===== config.mk =====
export PLATFORM = sky130hd
export DESIGN_NAME = branch_ctrl
export DESIGN_NICKNAME = d
export VERILOG_FILES = /design/src/rtl/bp_pkg.sv /design/src/rtl/bp_sat_ctr.sv /design/src/rtl/branch_ctrl.sv
export SDC_FILE = /design/constraint.sdc
export NUM_CORES = 2
export LEC_CHECK = 0
export CELL_PAD_IN_SITES_DETAIL_PLACEMENT = 1
export CELL_PAD_IN_SITES_GLOBAL_PLACEMENT = 1
export CORE_MARGIN = 2
export CORE_UTILIZATION = 50
export DETAILED_ROUTE_END_ITERATION = 7
export DONT_BUFFER_PORTS = 1
export PLACE_DENSITY_LB_ADDON = 0.15
export SYNTH_ARGS = -nofsm -noshare
export SYNTH_HDL_FRONTEND = slang
export SYNTH_HIERARCHICAL = 1
export SYNTH_SLANG_ARGS = --single-unit
export TNS_END_PERCENT = 20

===== constraint.sdc =====
create_clock -name clk_i -period 3.8 [get_ports clk_i]
set_clock_uncertainty 0.15 [all_clocks]
set_input_delay 0.38 -clock clk_i [delete_from_list [all_inputs] [get_ports clk_i]]
set_output_delay 0.38 -clock clk_i [all_outputs]
set_load 0.05 [all_outputs]

===== src/rtl/bp_pkg.sv =====
// Shared types and sizing for the branch predictor: table geometry,
// 2-bit counter encoding and redirect FSM states.
package bp_pkg;

    localparam int ENTRIES = 16;
    localparam int IDX_W   = $clog2(ENTRIES);
    localparam int TAG_W   = 32 - IDX_W - 2;

    typedef enum logic [1:0] {
        SNT = 2'b00,
        WNT = 2'b01,
        WT  = 2'b10,
        ST  = 2'b11
    } ctr_t;

    typedef enum logic [0:0] {
        IDLE     = 1'b0,
        REDIRECT = 1'b1
    } bp_state_t;

endpackage


===== src/rtl/bp_sat_ctr.sv =====
// Next-state function of a 2-bit saturating taken/not-taken counter.
module bp_sat_ctr
    import bp_pkg::*;
(
    input  ctr_t ctr_i,
    input  logic taken_i,
    output ctr_t ctr_o
);

    // step toward the resolved direction, holding at either end
    always_comb begin
        ctr_o = ctr_i;
        if (taken_i) begin
            if (ctr_i != ST) begin
                ctr_o = ctr_t'(ctr_i + 2'b01);
            end else begin
                ctr_o = ST;
            end
        end else begin
            if (ctr_i != SNT) begin
                ctr_o = ctr_t'(ctr_i - 2'b01);
            end else begin
                ctr_o = SNT;
            end
        end
    end

endmodule


===== src/rtl/branch_ctrl.sv =====
// Direct-mapped BTB/BHT branch predictor with one-cycle mispredict
// redirect/flush and resolved-branch statistics.
module branch_ctrl #(
    parameter int ENTRIES = bp_pkg::ENTRIES
) (
    input  logic        clk_i,
    input  logic        rst_ni,
    input  logic        if_valid_i,
    input  logic [31:0] if_pc_i,
    output logic        pred_taken_o,
    output logic [31:0] pred_target_o,
    input  logic        ex_valid_i,
    input  logic        ex_is_br_i,
    input  logic        ex_is_uncbr_i,
    input  logic [31:0] ex_pc_i,
    input  logic        ex_pred_taken_i,
    input  logic [31:0] ex_pred_target_i,
    input  logic        ex_true_taken_i,
    input  logic [31:0] ex_target_i,
    output logic        redirect_o,
    output logic [31:0] redirect_pc_o,
    output logic        flush_o,
    output logic [31:0] br_count_o,
    output logic [31:0] mispred_count_o
);
    import bp_pkg::*;

    localparam int IDX_BITS = $clog2(ENTRIES);
    localparam int TAG_BITS = 32 - IDX_BITS - 2;

    logic                valid_q  [ENTRIES];
    ctr_t                ctr_q    [ENTRIES];
    logic [TAG_BITS-1:0] tag_q    [ENTRIES];
    logic [31:0]         target_q [ENTRIES];

    bp_state_t   state_q;
    logic        redirect_q;
    logic        flush_q;
    logic [31:0] redirect_pc_q;
    logic [31:0] br_cnt_q;
    logic [31:0] mis_cnt_q;

    logic [IDX_BITS-1:0] if_idx_s, ex_idx_s;
    logic [TAG_BITS-1:0] if_tag_s, ex_tag_s;
    logic [1:0]          if_ctr_s;
    logic                if_hit_s, ex_hit_s;
    logic                resolve_s, mispredict_s;
    ctr_t                ex_ctr_nxt_s, ctr_d;

    assign if_idx_s = if_pc_i[IDX_BITS+1:2];
    assign if_tag_s = if_pc_i[31:IDX_BITS+2];
    assign ex_idx_s = ex_pc_i[IDX_BITS+1:2];
    assign ex_tag_s = ex_pc_i[31:IDX_BITS+2];

    // Lookup reads the table before any same-edge update lands
    assign if_ctr_s      = ctr_q[if_idx_s];
    assign if_hit_s      = valid_q[if_idx_s] && (tag_q[if_idx_s] == if_tag_s);
    assign pred_taken_o  = if_valid_i & if_hit_s & if_ctr_s[1];
    assign pred_target_o = pred_taken_o ? target_q[if_idx_s] : (if_pc_i + 32'd4);

    assign ex_hit_s     = valid_q[ex_idx_s] && (tag_q[ex_idx_s] == ex_tag_s);
    assign resolve_s    = ex_valid_i & (ex_is_br_i | ex_is_uncbr_i) & (state_q == IDLE);
    assign mispredict_s = resolve_s & ((ex_pred_taken_i != ex_true_taken_i) |
                          (ex_true_taken_i & (ex_pred_target_i != ex_target_i)));

    bp_sat_ctr u_sat_ctr (
        .ctr_i   (ctr_q[ex_idx_s]),
        .taken_i (ex_true_taken_i),
        .ctr_o   (ex_ctr_nxt_s)
    );

    // new counter value for the resolving entry: jumps pin strong, fresh entries start weak-taken
    always_comb begin
        ctr_d = ex_ctr_nxt_s;
        if (ex_is_uncbr_i) begin
            ctr_d = ST;
        end else if (!ex_hit_s) begin
            ctr_d = WT;
        end else begin
            ctr_d = ex_ctr_nxt_s;
        end
    end

    // valid bits and counters; a not-taken miss leaves the table alone
    always_ff @(posedge clk_i or negedge rst_ni) begin
        if (!rst_ni) begin
            for (int i = 0; i < ENTRIES; i++) begin
                valid_q[i] <= 1'b0;
                ctr_q[i]   <= WNT;
            end
        end else if (resolve_s && (ex_hit_s || ex_true_taken_i)) begin
            valid_q[ex_idx_s] <= 1'b1;
            ctr_q[ex_idx_s]   <= ctr_d;
        end
    end

    // tag/target payload, masked by valid so it carries no reset
    always_ff @(posedge clk_i) begin
        if (resolve_s && ex_true_taken_i) begin
            tag_q[ex_idx_s]    <= ex_tag_s;
            target_q[ex_idx_s] <= ex_target_i;
        end
    end

    // redirect FSM with registered strobe, flush and corrected PC
    always_ff @(posedge clk_i or negedge rst_ni) begin
        if (!rst_ni) begin
            state_q       <= IDLE;
            redirect_q    <= 1'b0;
            flush_q       <= 1'b0;
            redirect_pc_q <= 32'd0;
        end else begin
            case (state_q)
                IDLE: begin
                    if (mispredict_s) begin
                        state_q       <= REDIRECT;
                        redirect_q    <= 1'b1;
                        flush_q       <= 1'b1;
                        redirect_pc_q <= ex_true_taken_i ? ex_target_i : (ex_pc_i + 32'd4);
                    end else begin
                        redirect_q <= 1'b0;
                        flush_q    <= 1'b0;
                    end
                end
                REDIRECT: begin
                    state_q    <= IDLE;
                    redirect_q <= 1'b0;
                    flush_q    <= 1'b0;
                end
                default: begin
                    state_q    <= IDLE;
                    redirect_q <= 1'b0;
                    flush_q    <= 1'b0;
                end
            endcase
        end
    end

    // resolved-branch and mispredict statistics, free-running wrap
    always_ff @(posedge clk_i or negedge rst_ni) begin
        if (!rst_ni) begin
            br_cnt_q  <= 32'd0;
            mis_cnt_q <= 32'd0;
        end else begin
            if (resolve_s) begin
                br_cnt_q <= br_cnt_q + 32'd1;
            end
            if (mispredict_s) begin
                mis_cnt_q <= mis_cnt_q + 32'd1;
            end
        end
    end

    assign redirect_o      = redirect_q;
    assign flush_o         = flush_q;
    assign redirect_pc_o   = redirect_pc_q;
    assign br_count_o      = br_cnt_q;
    assign mispred_count_o = mis_cnt_q;

endmodule

==> impl_metrics.csv <==
group,metric,value,unit
global_route,grt_first_pass_wirelength,224,mm
setup_path,startpoint,"if_pc_i[2]",
die,dieArea,0.0987,sq mm
synth,synth_fp_nets,2878,
synth,ys_async_sr_fraction,0.135,
cts,cts_max_path_buffers,3,
setup_path,r2r-end,"ctr_q[5]$_DFFE_PN0P_",
cts,cts_made_buffers,112,
layout,nets,3011,
cts,clockRootBuffer,"clkbuf_16",
sta,drv_slew,0,
setup_path,crit_chain,"mux4_2 > mux4_2 > xor2_1 > nor4_4 > buf_4 > nand4_4 > buf_4 > mux2i_1 > buf_4",
cts,clock_latency,720,ps
setup_path,r2r-start,"tag_q[2][6]$_DFFE_PP_",
die,dieWidth,314,um
placed_design,gp_congestion,0.898,
route,dr.pass1.iters,6,
synth,synth_common_cells,"edfxtp_1 (928), mux4_2 (348), nand2_1 (151)",
sta,hold_viol,0,
synth,synth_cell_types,70,
die,boundaryPins,267,
power,p_clk_frac,0.404,
route,postRouteAntennaNets,0,
placed_design,io_buffer_count,0,
placed_design,numPlacedInstances,3949,
setup_path,endpoint,"pred_target_o[2]",
die,rows,113,
route,post-route-drc-count,0,
route,wl,158,mm
run_status,status,"finished with violations",
setup_path,worstRegToRegCells,11,
synth,synth-edff-count,928,
global_route,grt_start_max_net_pins,273,
power,combPwrFrac,0.084,
power,power_leakage,18.4,nW
power,p_total,0.0265,W
setup_path,cp_slowest_cell,"xor2_1",
power,power_density,487,mW/mm^2
die,die_h,314,um
run_status,violations,"negative setup slack",
power,p_int,0.0200,W
cts,path_clk_slew,60,ps
synth,synth_ff_type,"edfxtp_1",
synth,synth_area,0.0481,sq mm
setup_path,rrSetupSlack,140,ps
setup_path,path_common_cell,"buf_4",
global_route,antenna_found_initial,10,
setup_path,crit_type,"primary input to output port",
die,core,0.0952,sq mm
route,avgRoutedWirePerCell,37.3,um
synth,synth.avg_cell_area,17.6,sq um
setup_path,worstPathArrival,4220,ps
global_route,overflow,0,
setup_path,cp_slowest_stage_delay,810,ps
cts,htreeDepth,3,
sta,fin_crit_sh,1.25,
power,swShare,0.247,
sta,tightest_slew,1260,ps
setup_path,worst-path-stages,9,
sta,fin_ws,-945,ps
placed_design,pre_cts_ws,-583,ps
synth,yosys.area.top_type_share,0.580,
job,cap_violations,0,
sta,setup_viol,33,
synth,syn_inst,2735,
route,avgViaCountPerCell,6.75,
cts,cts_setup_buffers,0,
setup_path,crit_required,3270,ps
route,vias,28591,
cts,cts_tree,"done",
power,seqPwrFrac,0.512,
power,ir_drop,434,uV
sta,rsz0062_at_grt,"true",
synth,synthTopCellsByArea,"edfxtp_1 (58%), mux4_2 (16%), dfrtp_1 (6.7%)",
layout,fin_cells,4233,
global_route,grt_pass1_vias,29871,
setup_path,path_max_fanout,272,
layout,layout-drive-gt1-share,0.242,
synth,yosysTopAreaCell,"edfxtp_1",
setup_path,path_buf_inv,3,
synth,yosys_warnings,6,
synth,synth-seq-cells,1073,
global_route,gr-usage-all-layers,0.324,
synth,synth_seq_area_share,0.655,
cts,cts_sinks,1073,
die,initial_utilization,0.505,
setup_path,critPathCaptureType,"output port",
sta,relSlewSlack,0.153,
min_path,min_path_type,"primary input to register",
route,first_iter_violations,3689,
synth,yosysMostFrequentCell,"edfxtp_1",
placed_design,dp_hpwl,91.7,mm
layout,area_delta_synth_final,13.2,%
power,p_sw,0.00654,W
sta,fmax,211,MHz
sta,period_minus_slack,4750,ps
setup_path,startpoint_type,"primary input",
setup_path,cpLargestDelayFamily,"multiplexers",
metrics by stage:
stage	cell area, sq um	TNS (ps)	utilization	hold slack, ps
floorplan	48100	-530170	-	-65.6
global placement	50100	-19500	0.526	-61.7
detailed placement	50100	-18890	0.526	-59.2
CTS	54400	-26130	0.572	0.869
global route	54400	-31350	0.572	40.0
finish	54400	-30220	0.572	8.68
final cells by class:
cell class | count | area (sq um)
Antenna cell | 4 | 10.0
Clock buffer | 140 | 2970
Clock inverter | 70 | 594
Fill cell | 8368 | 40700
Inverter | 63 | 236
Multi-Input combinational cell | 1443 | 15600
Sequential cell | 1073 | 31500
Tap cell | 1265 | 1580
Timing Repair Buffer | 175 | 1880
power by group through the flow:
| stage | Clock, W | Combinational (W) | Sequential (W) |
|---|---|---|---|
| 2_1_floorplan | 0 | 0.00138 | 0.0139 |
| 3_3_place_gp | 0 | 0.00187 | 0.0138 |
| 3_5_place_dp | 0 | 0.00190 | 0.0138 |
| 4_1_cts | 0.0108 | 0.00221 | 0.0136 |
| 5_1_grt | 0.0112 | 0.00234 | 0.0136 |
| 6_report | 0.0107 | 0.00223 | 0.0136 |
cell usage in the layout (no fill, tap or decap), types with 22 or more instances in the layout:
| cell | Yosys | layout |
|---|---|---|
| a21oi_1 | 39 | 39 |
| a221oi_1 | 24 | 24 |
| a22oi_1 | 50 | 50 |
| and3_1 | 22 | 22 |
| buf_12 | 0 | 29 |
| buf_4 | 12 | 77 |
| clkbuf_1 | 67 | 22 |
| clkbuf_16 | 0 | 112 |
| clkinv_1 | 1 | 31 |
| dfrtp_1 | 129 | 129 |
| dlygate4sd3_1 | 0 | 67 |
| edfxtp_1 | 928 | 928 |
| inv_1 | 60 | 59 |
| mux2_2 | 24 | 24 |
| mux2_4 | 28 | 28 |
| mux2i_1 | 99 | 99 |
| mux4_2 | 348 | 348 |
| nand2_1 | 151 | 151 |
| nand3_1 | 60 | 60 |
| nand4_1 | 25 | 25 |
| nor2_1 | 101 | 87 |
| o21ai_0 | 72 | 72 |
| xnor2_1 | 125 | 124 |
| xor2_1 | 78 | 78 |
kinds of logic after synthesis:
kind of cell / count (synthesis) / share of synthesized area
AO/OA/AOI/OAI: 269 / 0.0381
adder cells (fa/ha/maj): 9 / 0.00229
XOR/XNOR: 203 / 0.0370
AND/OR/NAND/NOR: 463 / 0.0467
multiplexers: 499 / 0.198
flip-flops: 1073 / 0.655
buffers and inverters: 219 / 0.0225
worst min-delay path by stage:
stage / start / end / slack (ps) / depth (start not counted)
floorplan: rst_ni / br_count_o[0]$_DFFE_PN0P_ / -70 / 0
global placement: rst_ni / ctr_q[31]$_DFFE_PN0P_ / -60 / 0
detailed placement: rst_ni / ctr_q[29]$_DFFE_PN0P_ / -60 / 0
CTS: ex_pc_i[17] / redirect_pc_o[18]$_DFFE_PN0P_ / 0.9 / 5
global route: ex_true_taken_i / redirect_pc_o[20]$_DFFE_PN0P_ / 40 / 3
finish: ex_pc_i[30] / redirect_pc_o[30]$_DFFE_PN0P_ / 9 / 3
flip-flops by register name, summed over array words and instances, names as in the netlist:
register         flops
ctr_q               32
redirect_pc_o       32
flush_o              1
br_count_o          32
target_q           512
valid_q             16
mispred_count_o     32
tag_q              416
layer usage:
layer / vias to the layer above / GRT usage / routed length (um)
li1: 11288 / - / -
met1: 15387 / 0.450 / 61700
met2: 1581 / 0.506 / 74900
met3: 329 / 0.0700 / 15200
met4: 6 / 0.122 / 6130
met5: - / 0 / 46
worst reg2reg max path: cells and delay by family (launching register included):
family | cells | cell delay, ps
compound gates | 2 | 330
buf+inv | 2 | 360
mux | 1 | 490
flops | 1 | 390
simple gates | 6 | 1780
timing repair:
action | in CTS | in global routing
hold buffers | 70 | 0
endpoints found under the setup margin | 33 | 33
hold endpoints to repair | 1153 | 0
pin swaps | 0 | 2
resized for setup | 2 | 1
(Power assumes the default switching activity.)
